### src/rtl/aec_pkg.sv
// Shared types and constants for the calculator-result ASCII formatter.
// Holds the formatter FSM states, ASCII codes and the digit-buffer depth.
package aec_pkg;

  typedef enum logic [2:0] {
    ST_IDLE,
    ST_CONV,
    ST_SIGN,
    ST_DIGIT,
    ST_TERM
  } state_t;

  localparam logic [7:0] ASCII_ZERO  = 8'h30;
  localparam logic [7:0] ASCII_MINUS = 8'h2D;
  localparam logic [7:0] ASCII_LF    = 8'h0A;

  // 2^32-1 has ten decimal digits
  localparam int DIG_DEPTH = 10;

  function automatic logic [7:0] digit_char(input logic [3:0] d);
    return ASCII_ZERO + {4'b0000, d};
  endfunction

endpackage

### src/rtl/aec_div10.sv
// Serial restoring divide-by-10: one quotient bit per cycle, done pulses 32 cycles after start.
// The first bit is resolved on the start edge itself, so back-to-back divisions cost 32 cycles each.
module aec_div10 (
  input  logic        clk,
  input  logic        rst,
  input  logic        start,
  input  logic [31:0] dividend,
  output logic        done,
  output logic [31:0] quotient,
  output logic [3:0]  remainder
);

  logic [31:0] shreg;
  logic [3:0]  rem;
  logic [4:0]  cnt;
  logic        run;

  logic [3:0]  cur_rem;
  logic        cur_bit;
  logic [4:0]  trial;
  logic        qbit;
  logic [3:0]  next_rem;

  // shreg shifts dividend bits out of the top while quotient bits enter at the bottom
  always_comb begin
    cur_rem  = start ? 4'd0 : rem;
    cur_bit  = start ? dividend[31] : shreg[31];
    trial    = {cur_rem, cur_bit};
    qbit     = (trial >= 5'd10);
    next_rem = qbit ? 4'(trial - 5'd10) : trial[3:0];
  end

  always_ff @(posedge clk or posedge rst) begin
    if (rst) begin
      shreg <= 32'd0;
      rem   <= 4'd0;
      cnt   <= 5'd0;
      run   <= 1'b0;
      done  <= 1'b0;
    end else begin
      done <= 1'b0;
      if (start) begin
        shreg <= {dividend[30:0], qbit};
        rem   <= next_rem;
        cnt   <= 5'd1;
        run   <= 1'b1;
      end else if (run) begin
        shreg <= {shreg[30:0], qbit};
        rem   <= next_rem;
        cnt   <= cnt + 5'd1;
        if (cnt == 5'd31) begin
          run  <= 1'b0;
          done <= 1'b1;
        end
      end
    end
  end

  assign quotient  = shreg;
  assign remainder = rem;

endmodule

### src/rtl/aec_result_fmt.sv
// Converts a 32-bit calculator result into an ASCII decimal byte stream ('-', digits MSD first, terminator)
// over a valid/ready port; completions arriving while busy are dropped and flagged in a sticky overrun.
module aec_result_fmt #(
  parameter int         SIGNED = 1,
  parameter logic [7:0] TERM   = 8'h0A
) (
  input  logic        clk,
  input  logic        rst,
  input  logic        finish,
  input  logic [31:0] result,
  output logic        out_valid,
  output logic [7:0]  out_data,
  input  logic        out_ready,
  output logic        busy,
  output logic        overrun,
  input  logic        clr_overrun
);

  import aec_pkg::*;

  state_t      state;
  logic        finish_q;
  logic        neg;
  logic [31:0] mag;
  logic        first;
  logic [3:0]  ndig;
  logic [3:0]  idx;
  logic [3:0]  dig_buf [DIG_DEPTH];

  logic        completion;
  logic        capture;
  logic        res_neg;
  logic [31:0] res_mag;
  logic        hs;
  logic        div_start;
  logic [31:0] div_dividend;
  logic        div_done;
  logic [31:0] div_quot;
  logic [3:0]  div_rem;

  always_comb begin
    completion   = finish && !finish_q;
    capture      = completion && (state == ST_IDLE);
    res_neg      = (SIGNED != 0) && result[31];
    res_mag      = res_neg ? (32'd0 - result) : result;
    hs           = out_valid && out_ready;
    // the first division starts the cycle after capture; later ones chain on the previous quotient
    div_start    = (state == ST_CONV) && (first || (div_done && (div_quot != 32'd0)));
    div_dividend = first ? mag : div_quot;
  end

  aec_div10 u_div (
    .clk       (clk),
    .rst       (rst),
    .start     (div_start),
    .dividend  (div_dividend),
    .done      (div_done),
    .quotient  (div_quot),
    .remainder (div_rem)
  );

  always_ff @(posedge clk or posedge rst) begin
    if (rst) begin
      state     <= ST_IDLE;
      finish_q  <= 1'b1;
      neg       <= 1'b0;
      mag       <= 32'd0;
      first     <= 1'b0;
      ndig      <= 4'd0;
      idx       <= 4'd0;
      out_valid <= 1'b0;
      out_data  <= 8'd0;
      busy      <= 1'b0;
      overrun   <= 1'b0;
      for (int i = 0; i < DIG_DEPTH; i++) dig_buf[i] <= 4'd0;
    end else begin
      finish_q <= finish;

      // a fresh drop wins over a simultaneous clear
      if (completion && (state != ST_IDLE)) overrun <= 1'b1;
      else if (clr_overrun)                 overrun <= 1'b0;

      case (state)
        ST_IDLE: begin
          if (capture) begin
            neg   <= res_neg;
            mag   <= res_mag;
            first <= 1'b1;
            ndig  <= 4'd0;
            busy  <= 1'b1;
            state <= ST_CONV;
          end
        end

        ST_CONV: begin
          first <= 1'b0;
          if (div_done) begin
            dig_buf[ndig] <= div_rem;
            ndig          <= ndig + 4'd1;
            if (div_quot == 32'd0) begin
              idx       <= ndig;
              out_valid <= 1'b1;
              if (neg) begin
                out_data <= ASCII_MINUS;
                state    <= ST_SIGN;
              end else begin
                out_data <= digit_char(div_rem);
                state    <= ST_DIGIT;
              end
            end
          end
        end

        ST_SIGN: begin
          if (hs) begin
            out_data <= digit_char(dig_buf[idx]);
            state    <= ST_DIGIT;
          end
        end

        ST_DIGIT: begin
          if (hs) begin
            if (idx == 4'd0) begin
              out_data <= TERM;
              state    <= ST_TERM;
            end else begin
              idx      <= idx - 4'd1;
              out_data <= digit_char(dig_buf[idx - 4'd1]);
            end
          end
        end

        ST_TERM: begin
          if (hs) begin
            out_valid <= 1'b0;
            busy      <= 1'b0;
            state     <= ST_IDLE;
          end
        end

        default: state <= ST_IDLE;
      endcase
    end
  end

endmodule

### config.mk
export PLATFORM = sky130hd
export DESIGN_NAME = aec_result_fmt
export DESIGN_NICKNAME = d
export VERILOG_FILES = /design/src/rtl/aec_pkg.sv /design/src/rtl/aec_div10.sv /design/src/rtl/aec_result_fmt.sv
export SDC_FILE = /design/constraint.sdc
export NUM_CORES = 1
export LEC_CHECK = 0
export CAP_MARGIN = 15
export CORE_ASPECT_RATIO = 1.4
export CORE_MARGIN = 1.5
export CORE_UTILIZATION = 40
export CTS_CLUSTER_SIZE = 14
export DETAILED_ROUTE_END_ITERATION = 7
export PLACE_DENSITY = 0.56
export SYNTH_ARGS = -nofsm -noshare
export SYNTH_HDL_FRONTEND = slang
export SYNTH_HIERARCHICAL = 1
export SYNTH_SLANG_ARGS = --single-unit
### constraint.sdc
create_clock -name clk -period 7.5 [get_ports clk]
set_input_delay 1.5 -clock clk [delete_from_list [all_inputs] [get_ports clk]]
set_output_delay 1.5 -clock clk [all_outputs]
set_load 0.05 [all_outputs]
==> results of run 1 <==
## area by class of cell
type,instances,area (um^2),share of cell area [%]
flip-flops and latches,138,3460,37.8
repair buffers,53,510,5.58
well taps,248,310,3.39
inverters,12,47.5,0.520
clock inverters,12,140,1.53
multi-input cells,552,4220,46.2
clock buffers,20,457,5.00
## synth_stat cells, types with 5 or more instances
cell and number:
nor2_1 29, nor4_1 10, nor3_1 11, buf_2 11, nand2b_1 7, mux2i_1 45
ha_1 9, a21oi_1 11, mux2_2 81, nand4_1 5, or3_1 7, o41ai_1 6
inv_1 12, nor2b_1 5, clkbuf_1 34, mux4_2 15, o2bb2ai_1 5, o41ai_2 6
xnor2_1 11, o21ai_1 20, o21ai_0 60, nand3_1 15, dfrtp_1 137, xor2_1 25
o31ai_1 8, nand2_1 92
## critical path: stages
cell and delay, ns:
clkdlybuf4s50_1 0.47, or4_4 0.61, or3_1 0.51, o41ai_2 0.44
xor2_1 0.18, o21ai_1 0.07
## layer usage
| layer | track usage [%] | vias to the layer above | routed length [um] |
|---|---|---|---|
| met3 | 3.16 | 28 | 539 |
| li1 | - | 2778 | - |
| met2 | 33.8 | 109 | 9630 |
| met1 | 21.1 | 2766 | 7030 |
| met4 | 7.33 | 0 | 399 |
| met5 | 0 | - | 0 |
## power groups by stage
stage	clock network [W]	logic, W	registers [W]
CTS	0.000859	0.0000843	0.000749
global placement	0	0.0000824	0.000762
floorplan	0	0.0000431	0.000764
global route	0.000890	0.0000912	0.000749
finish	0.000843	0.0000824	0.000749
detailed placement	0	0.0000841	0.000762
## worst max path at each step
stage	start	slack (ns)	to	cells after the start
after floorplan	rst	3.52	busy	1
after global placement	result[12]	3.63	mag[27]	6
after detailed placement	result[12]	3.56	mag[25]	6
after CTS	result[12]	4.02	mag[25]	6
after global routing	state[2]	3.85	u_div/remainder[2]	11
final	result[12]	4.02	mag[25]	6
## per-stage QoR
stage,utilization [%],instances,hold WS [ns],power [W]
floorplan,-,755,0.444,0.000808
global placement,44.1,1003,0.465,0.000845
finish,47.2,1035,0.478,0.00167
detailed placement,44.1,1003,0.472,0.000847
global route,47.2,1035,0.506,0.00173
CTS,47.2,1035,0.487,0.00169
## registers in the layout, summed over array words and instances, names as in the netlist
| signal | flops |
|---|---|
| dig_buf | 40 |
| mag | 32 |
| u_div/quotient | 32 |
| out_data | 6 |
| u_div/cnt | 5 |
| idx | 4 |
| ndig | 4 |
| u_div/remainder | 4 |
| state | 3 |
| busy | 1 |
| finish_q | 1 |
| first | 1 |
| neg | 1 |
| out_valid | 1 |
| overrun | 1 |
| u_div/done | 1 |
| u_div/run | 1 |
## cells by family (layout without fill, tap and decap cells)
kind of cell | count (synthesis) | in the layout
AND/OR/NAND/NOR | 214 | 214
AO/OA/AOI/OAI | 150 | 150
multiplexers | 141 | 141
flip-flops | 138 | 138
buffers and inverters | 65 | 97
XOR/XNOR | 36 | 36
adder cells (fa/ha/maj) | 9 | 9
other | 1 | 2
==> results.yml, run 1 <==
drt:
  post_drt_wl_per_cell_um: 17.0
  via_per_inst: 5.49
  drtAntennaViolNets: 0
  vias: 5681
  routed_wl_um: 17600
  firstDrtPassIters: 4
  drtIter0Drc: 322
  drc_errors: 0
timing:
  setup_tns_ns: 0
  setup_slack_ns: 4.02
  setup_viol: 0
  fin_crit_ns: 3.48
  slew_viol_final: 0
  period_share_pct: 46.4
  max_freq_mhz: 287
  worst_pin_slew_ns: 1.15
  slew_headroom_pct: 23.3
  rsz0062_at_grt: "no"
  hold_viol_final: 0
  clock-skew-final_ns: 0.00647
power:
  total_leakage_power_nw: 3.86
  combPwrFrac_pct: 4.9
  ir_worst_vdd_mv: 0.176
  swShare_pct: 22.8
  power_frac_clock_pct: 50.3
  power.density_mw_per_mm2: 183
  seqPwrFrac_pct: 44.7
  p_switching_w: 0.000382
  p_int_w: 0.00129
placed_design:
  gp_congestion: 0.805
  dp_slack_ns: 3.56
  port_buffers: 45
  hpwl_um: 12600
  dpl-instance-area_mm2: 0.00854
yosys:
  yosys.area_share.simple_pct: 13.2
  synth_edf_count: 0
  ys_ff_latch: 138
  yosys-top-cells-area: "dfrtp_1 43%, mux2_2 11%, mux2i_1 5.7%"
  synthXorXnorAreaFrac_pct: 3.97
  synthArstFlopShare_pct: 100
  netlist.area_leader.share_pct: 43.2
  synthMuxAreaShare_pct: 21.4
  netlist_instances: 754
  synth_top_area_cell: "dfrtp_1"
  synth_cell_type_count: 65
  synth_fa_ha_area_share_pct: 1.42
  ys_seq_area_share_pct: 43.5
  syn_area_mm2: 0.00794
  yosys_warnings: 6
  synth_compound_area_share_pct: 12.8
  synthFlopType: "dfrtp_1"
  syn_avg_cell_area_um2: 10.5
  synth_top_family_by_area: "multiplexers"
clock_network:
  clk_latency_ns: 0.42
  postCtsSetupBuffers: 0
  ctsHoldBuffers: 0
  cts.clk_slew.worst_paths_ns: 0.06
  cts.sinks: 138
  numCtsBuffers: 17
  cts_buffer_depth: 2
  cts_resized: 0
  tritoncts: "yes"
  htreeDepth: 4
  root_buffer: "clkbuf_16"
setup_path:
  rrSetupSlack_ns: 4.14
  worstPathRequired_ns: 7.79
  crit_fanout: 8
  crit_type: "in2reg"
  end_kind: "register"
  r2r-start: "state[2]"
  start_kind: "input pin"
  r2r_cells: 11
  r2r_end: "u_div/remainder[2]"
  arrival_ns: 3.77
floorplanning:
  fp.dieArea_mm2: 0.0207
  die_x_um: 122
  die_y_um: 170
  pin_count: 48
  placement_rows: 60
  initial_utilization_pct: 41.0
  core_area_mm2: 0.0194
finish:
  mostFrequentLayoutCells: "136 x dfrtp_1, 92 x nand2_1, 81 x mux2_2"
  final_common_cell: "dfrtp_1"
  n_antenna_cell: 0
  nets: 820
  layout-drive-gt1-share_pct: 19.9
  final_area_mm2: 0.00914
  fillers: 1844
  area_growth_pct: 15.1
grt:
  first_global_vias: 5904
  grt.total_usage_pct: 18.4
  antenna_found_initial: 0
  gr-total-overflow: 0
  grt_max_degree: 80
  grt_first_pass_wirelength_um: 29900
run:
  max_cap_violations: 0
min_path:
  hold_path_startpoint: "mag[11]"
  hold_class: "reg2reg"
  hold_end: "mag[11]"
  hold_path_depth: 2
run_status:
  outcome: "complete, no violations"
(Power assumes the default switching activity.)
==> run 2: changes to the inputs <==
--- a/config.mk
+++ b/config.mk
@@ -11,7 +11,7 @@
 export CORE_UTILIZATION = 40
 export CTS_CLUSTER_SIZE = 14
 export DETAILED_ROUTE_END_ITERATION = 7
-export PLACE_DENSITY = 0.56
+export PLACE_DENSITY = 0.59
 export SYNTH_ARGS = -nofsm -noshare
 export SYNTH_HDL_FRONTEND = slang
 export SYNTH_HIERARCHICAL = 1
==> constraint.sdc (replaced) <==
create_clock -name clk -period 3 [get_ports clk]
set_input_delay 0.6 -clock clk [delete_from_list [all_inputs] [get_ports clk]]
set_output_delay 0.6 -clock clk [all_outputs]
set_load 0.05 [all_outputs]
==> results.yml, run 2 (synthesized netlist as in run 1, its figures left out) <==
clock_network:
  root_buffer: "clkbuf_16"
  tritoncts: "yes"
  cts.clk_slew.worst_paths_ns: 0.06
  numCtsBuffers: 17
  htreeDepth: 4
  cts.sinks: 138
  ctsHoldBuffers: 0
  cts_resized: 0
  postCtsSetupBuffers: 0
  cts_buffer_depth: 2
  clk_latency_ns: 0.42
setup_path:
  worstPathRequired_ns: 3.33
  crit_type: "reg2reg"
  end_kind: "register"
  start_kind: "register"
  crit_fanout: 4
  arrival_ns: 3.02
floorplanning:
  initial_utilization_pct: 41.0
  pin_count: 48
  placement_rows: 60
  fp.dieArea_mm2: 0.0207
  die_x_um: 122
  die_y_um: 170
  core_area_mm2: 0.0194
drt:
  routed_wl_um: 18100
  vias: 5838
  drtAntennaViolNets: 0
  firstDrtPassIters: 4
  drtIter0Drc: 426
  drc_errors: 0
  post_drt_wl_per_cell_um: 17.2
  via_per_inst: 5.52
power:
  ir_worst_vdd_mv: 0.439
  power.density_mw_per_mm2: 450
  total_leakage_power_nw: 3.99
finish:
  largest_register_ffs: 40
  mostFrequentLayoutCells: "136 x dfrtp_1, 92 x nand2_1, 81 x mux2_2"
  largest_register: "dig_buf"
  layout-drive-gt1-share_pct: 22.1
  n_antenna_cell: 0
  instances_no_fill: 1058
  final_common_cell: "dfrtp_1"
  area_growth_pct: 17.7
  nets: 844
  fillers: 1796
timing:
  period_share_pct: 89.6
  slew_viol_final: 0
  setup_tns_ns: 0
  slew_headroom_pct: 42.6
  clock-skew-final_ns: 0.00978
  max_freq_mhz: 372
  setup_slack_ns: 0.311
  fin_crit_ns: 2.69
  worst_pin_slew_ns: 0.853
  hold_viol_final: 0
  setup_viol: 0
  rsz0062_at_grt: "no"
grt:
  grt.total_usage_pct: 18.9
  antenna_found_initial: 0
  gr-total-overflow: 0
  grt_first_pass_wirelength_um: 30600
  first_global_vias: 6025
  grt_max_degree: 66
placed_design:
  gp_congestion: 0.842
  dp_slack_ns: 0.0580
  port_buffers: 45
  hpwl_um: 13200
  dp.cells: 1027
run:
  max_cap_violations: 0
run_status:
  outcome: "complete, no violations"
min_path:
  hold_class: "reg2reg"
run 2: power by group:
group	switching, W	internal (W)
Clock	0.000791	0.00132
Sequential	0.00000537	0.00187
Combinational	0.000122	0.0000978
Total	0.000919	0.00329
run 2: final timing paths:
kind / startpoint / endpoint / slack (ns) / depth (start not counted)
max in group asynchronous: rst / dig_buf[17] / 1.58 / 3
worst max-delay path: u_div/quotient[22] / u_div/remainder[2] / 0.31 / 11
worst min register to register: mag[4] / mag[4] / 0.48 / 2
worst min-delay path: mag[4] / mag[4] / 0.48 / 2
min in group asynchronous: rst / overrun / 0.69 / 2
worst max register to register: u_div/quotient[22] / u_div/remainder[2] / 0.31 / 11
run 2: stage by stage:
step	power, W	hold WS [ns]	util [%]	instance area, um^2
floorplan	0.00202	0.444	-	7950
global placement	0.00212	0.467	45.2	8750
detailed placement	0.00213	0.469	45.2	8750
CTS	0.00425	0.486	48.2	9350
global route	0.00437	0.512	48.2	9350
finish	0.00421	0.481	48.2	9350
run 2: layout make-up:
| cell class | instances | area [um^2] | share of cell area (%) |
|---|---|---|---|
| Tap cell | 248 | 310 | 3.32 |
| Multi-Input combinational cell | 552 | 4220 | 45.2 |
| Sequential cell | 138 | 3460 | 37.0 |
| Clock buffer | 20 | 447 | 4.78 |
| Timing Repair Buffer | 77 | 716 | 7.66 |
| Clock inverter | 11 | 148 | 1.58 |
| Inverter | 12 | 48.8 | 0.522 |
run 2: per-layer routing:
metal  global-route usage, %  wire length, um  up-vias
li1                        -                -     2822
met1                    22.2             7530     2843
met2                    32.9             9460      134
met3                    3.49              527       39
met4                    8.75              624        0
met5                       0                0        -
run 2: critical path, cell delays in order (launching register included):
cell       delay [ns]
dfrtp_1          0.42
nor4_1           0.41
nand4_1          0.25
nor2_1           0.22
o2bb2ai_4        0.10
nor2b_1          0.16
inv_1            0.09
ha_1             0.22
nand2b_1         0.20
a21oi_4          0.20
nor2_1           0.09
o32ai_2          0.23
==> run 3: changes to the inputs <==
--- a/config.mk
+++ b/config.mk
@@ -8,10 +8,10 @@
 export CAP_MARGIN = 15
 export CORE_ASPECT_RATIO = 1.4
 export CORE_MARGIN = 1.5
-export CORE_UTILIZATION = 40
+export CORE_UTILIZATION = 25
 export CTS_CLUSTER_SIZE = 14
 export DETAILED_ROUTE_END_ITERATION = 7
-export PLACE_DENSITY = 0.59
+export PLACE_DENSITY = 0.41
 export SYNTH_ARGS = -nofsm -noshare
 export SYNTH_HDL_FRONTEND = slang
 export SYNTH_HIERARCHICAL = 1
==> results.yml, run 3 (synthesized netlist as in run 1, its figures left out) <==
run_status:
  outcome: "complete, no violations"
timing:
  clock-skew-final_ns: 0.00683
  hold_viol_final: 0
  slew_viol_final: 0
  slew_headroom_pct: 51.1
  worst_pin_slew_ns: 0.726
  setup_slack_ns: 0.272
  fin_crit_ns: 2.73
  setup_viol: 0
  setup_tns_ns: 0
  rsz0062_at_grt: "no"
  max_freq_mhz: 367
  period_share_pct: 90.9
power:
  ir_worst_vdd_mv: 0.267
  p_int_w: 0.00319
  total_leakage_power_nw: 4.03
  power.density_mw_per_mm2: 429
  swShare_pct: 22.5
  seqPwrFrac_pct: 45.5
  combPwrFrac_pct: 5.5
  p_switching_w: 0.000927
  power_frac_clock_pct: 49.1
min_path:
  hold_class: "reg2reg"
clock_network:
  cts.clk_slew.worst_paths_ns: 0.06
  cts_buffer_depth: 2
  postCtsSetupBuffers: 0
  numCtsBuffers: 17
  root_buffer: "clkbuf_16"
  htreeDepth: 4
  clk_latency_ns: 0.42
  tritoncts: "yes"
  cts.sinks: 138
floorplanning:
  placement_rows: 77
  die_y_um: 214
  pin_count: 48
  fp.dieArea_mm2: 0.0329
  initial_utilization_pct: 25.3
  die_x_um: 154
  core_area_mm2: 0.0314
placed_design:
  gp_congestion: 0.756
  hpwl_um: 13700
  dp_slack_ns: 0.0703
  dpl-instance-area_mm2: 0.00902
  port_buffers: 45
setup_path:
  crit_fanout: 4
  worstPathRequired_ns: 3.33
  end_kind: "register"
  slowest_stage: "dfrtp_1"
  crit_top_cell: "nor2_1"
  start_kind: "register"
  crit_path_cell_trace: "nor4_1 > nand4_1 > buf_4 > nor2_1 > o2bb2ai_4 > nor2b_1 > inv_1 > ha_1 > nand2b_1 > a21oi_4 > nor2_1 > o32ai_2"
  arrival_ns: 3.06
  crit_path_max_incr_delay_ns: 0.41
  crit_type: "reg2reg"
drt:
  drc_errors: 0
  routed_wl_um: 19400
  drtIter0Drc: 323
  drtAntennaViolNets: 0
  via_per_inst: 4.68
  vias: 5683
  firstDrtPassIters: 4
  post_drt_wl_per_cell_um: 16.0
finish:
  mostFrequentLayoutCells: "136 x dfrtp_1, 92 x nand2_1, 81 x mux2_2"
  nets: 852
  final_area_mm2: 0.00959
  largest_register: "dig_buf"
  final_common_cell: "dfrtp_1"
  layout-drive-gt1-share_pct: 23.1
  largest_register_ffs: 40
  n_antenna_cell: 0
  area_growth_pct: 20.8
grt:
  grt_max_degree: 96
  grt_first_pass_wirelength_um: 32500
  antenna_found_initial: 0
  first_global_vias: 5880
  grt.total_usage_pct: 12.7
  gr-total-overflow: 0
run:
  max_cap_violations: 0
## run 3: cell count changes in the layout (fill, tap and decap cells not counted), moves of 2 or more
cell,previous run,this run
buf_12,2,4
buf_4,30,36
bufinv_16,3,1
clkbuf_1,2,4
clkbuf_8,1,4
clkinv_2,2,4
clkinv_4,2,0
clkinvlp_4,5,3
nor4_1,10,8
nor4_2,0,2
## run 3: critical path, delay by kind of cell (launching register included)
family	cells	cell delay, ns
DFF	1	0.41
AOI/OAI and AO/OA	3	0.58
and+or+nand+nor	6	1.18
adders and majority gates	1	0.21
buffers and inverters	2	0.26
## run 3: path summary, 6_finish.rpt
check / start / end / slack, ns / cells past startpoint
max: u_div/quotient[9] / u_div/remainder[2] / 0.27 / 12
min: mag[10] / mag[10] / 0.47 / 2
max reg2reg: u_div/quotient[9] / u_div/remainder[2] / 0.27 / 12
min reg2reg: mag[10] / mag[10] / 0.47 / 2
max in group asynchronous: rst / u_div/remainder[2] / 1.84 / 3
min in group asynchronous: rst / u_div/quotient[21] / 0.62 / 2
## run 3: layer usage
layer  track usage [%]  share of wire [%]
met3              2.30                2.1
met1              15.4                 45
met5                 0                  0
met2              22.3                 51
met4              4.72                1.9
## run 3: area by class of cell
class	count	area, um^2
Clock buffer	25	495
Fill cell	3285	21800
Timing Repair Buffer	85	801
Sequential cell	138	3460
Clock inverter	7	65.1
Tap cell	395	494
Inverter	12	48.8
Multi-Input combinational cell	552	4230
## run 3: power by group through the flow
stage / Sequential (W) / Combinational (W) / Clock (W)
after floorplan: 0.00191 / 0.000108 / 0
after global placement: 0.00191 / 0.000233 / 0
after detailed placement: 0.00191 / 0.000232 / 0
after CTS: 0.00187 / 0.000233 / 0.00209
after global routing: 0.00187 / 0.000254 / 0.00218
final: 0.00187 / 0.000226 / 0.00202
## run 3: repair_timing
| item | 4_1_cts | 5_1_grt |
|---|---|---|
| hold buffers | 0 | 0 |
| gates resized for setup | 0 | 2 |
| setup endpoints to repair | 0 | 2 |
## run 3: per-stage QoR
step                      power, W  util (%)  hold WS (ns)  std cells
after CTS                  0.00419      30.5         0.480       1214
final                      0.00412      30.5         0.471       1214
after floorplan            0.00202         -         0.444        755
after detailed placement   0.00214      28.7         0.466       1182
after global placement     0.00214      28.7         0.461       1182
after global routing       0.00430      30.5         0.507       1214
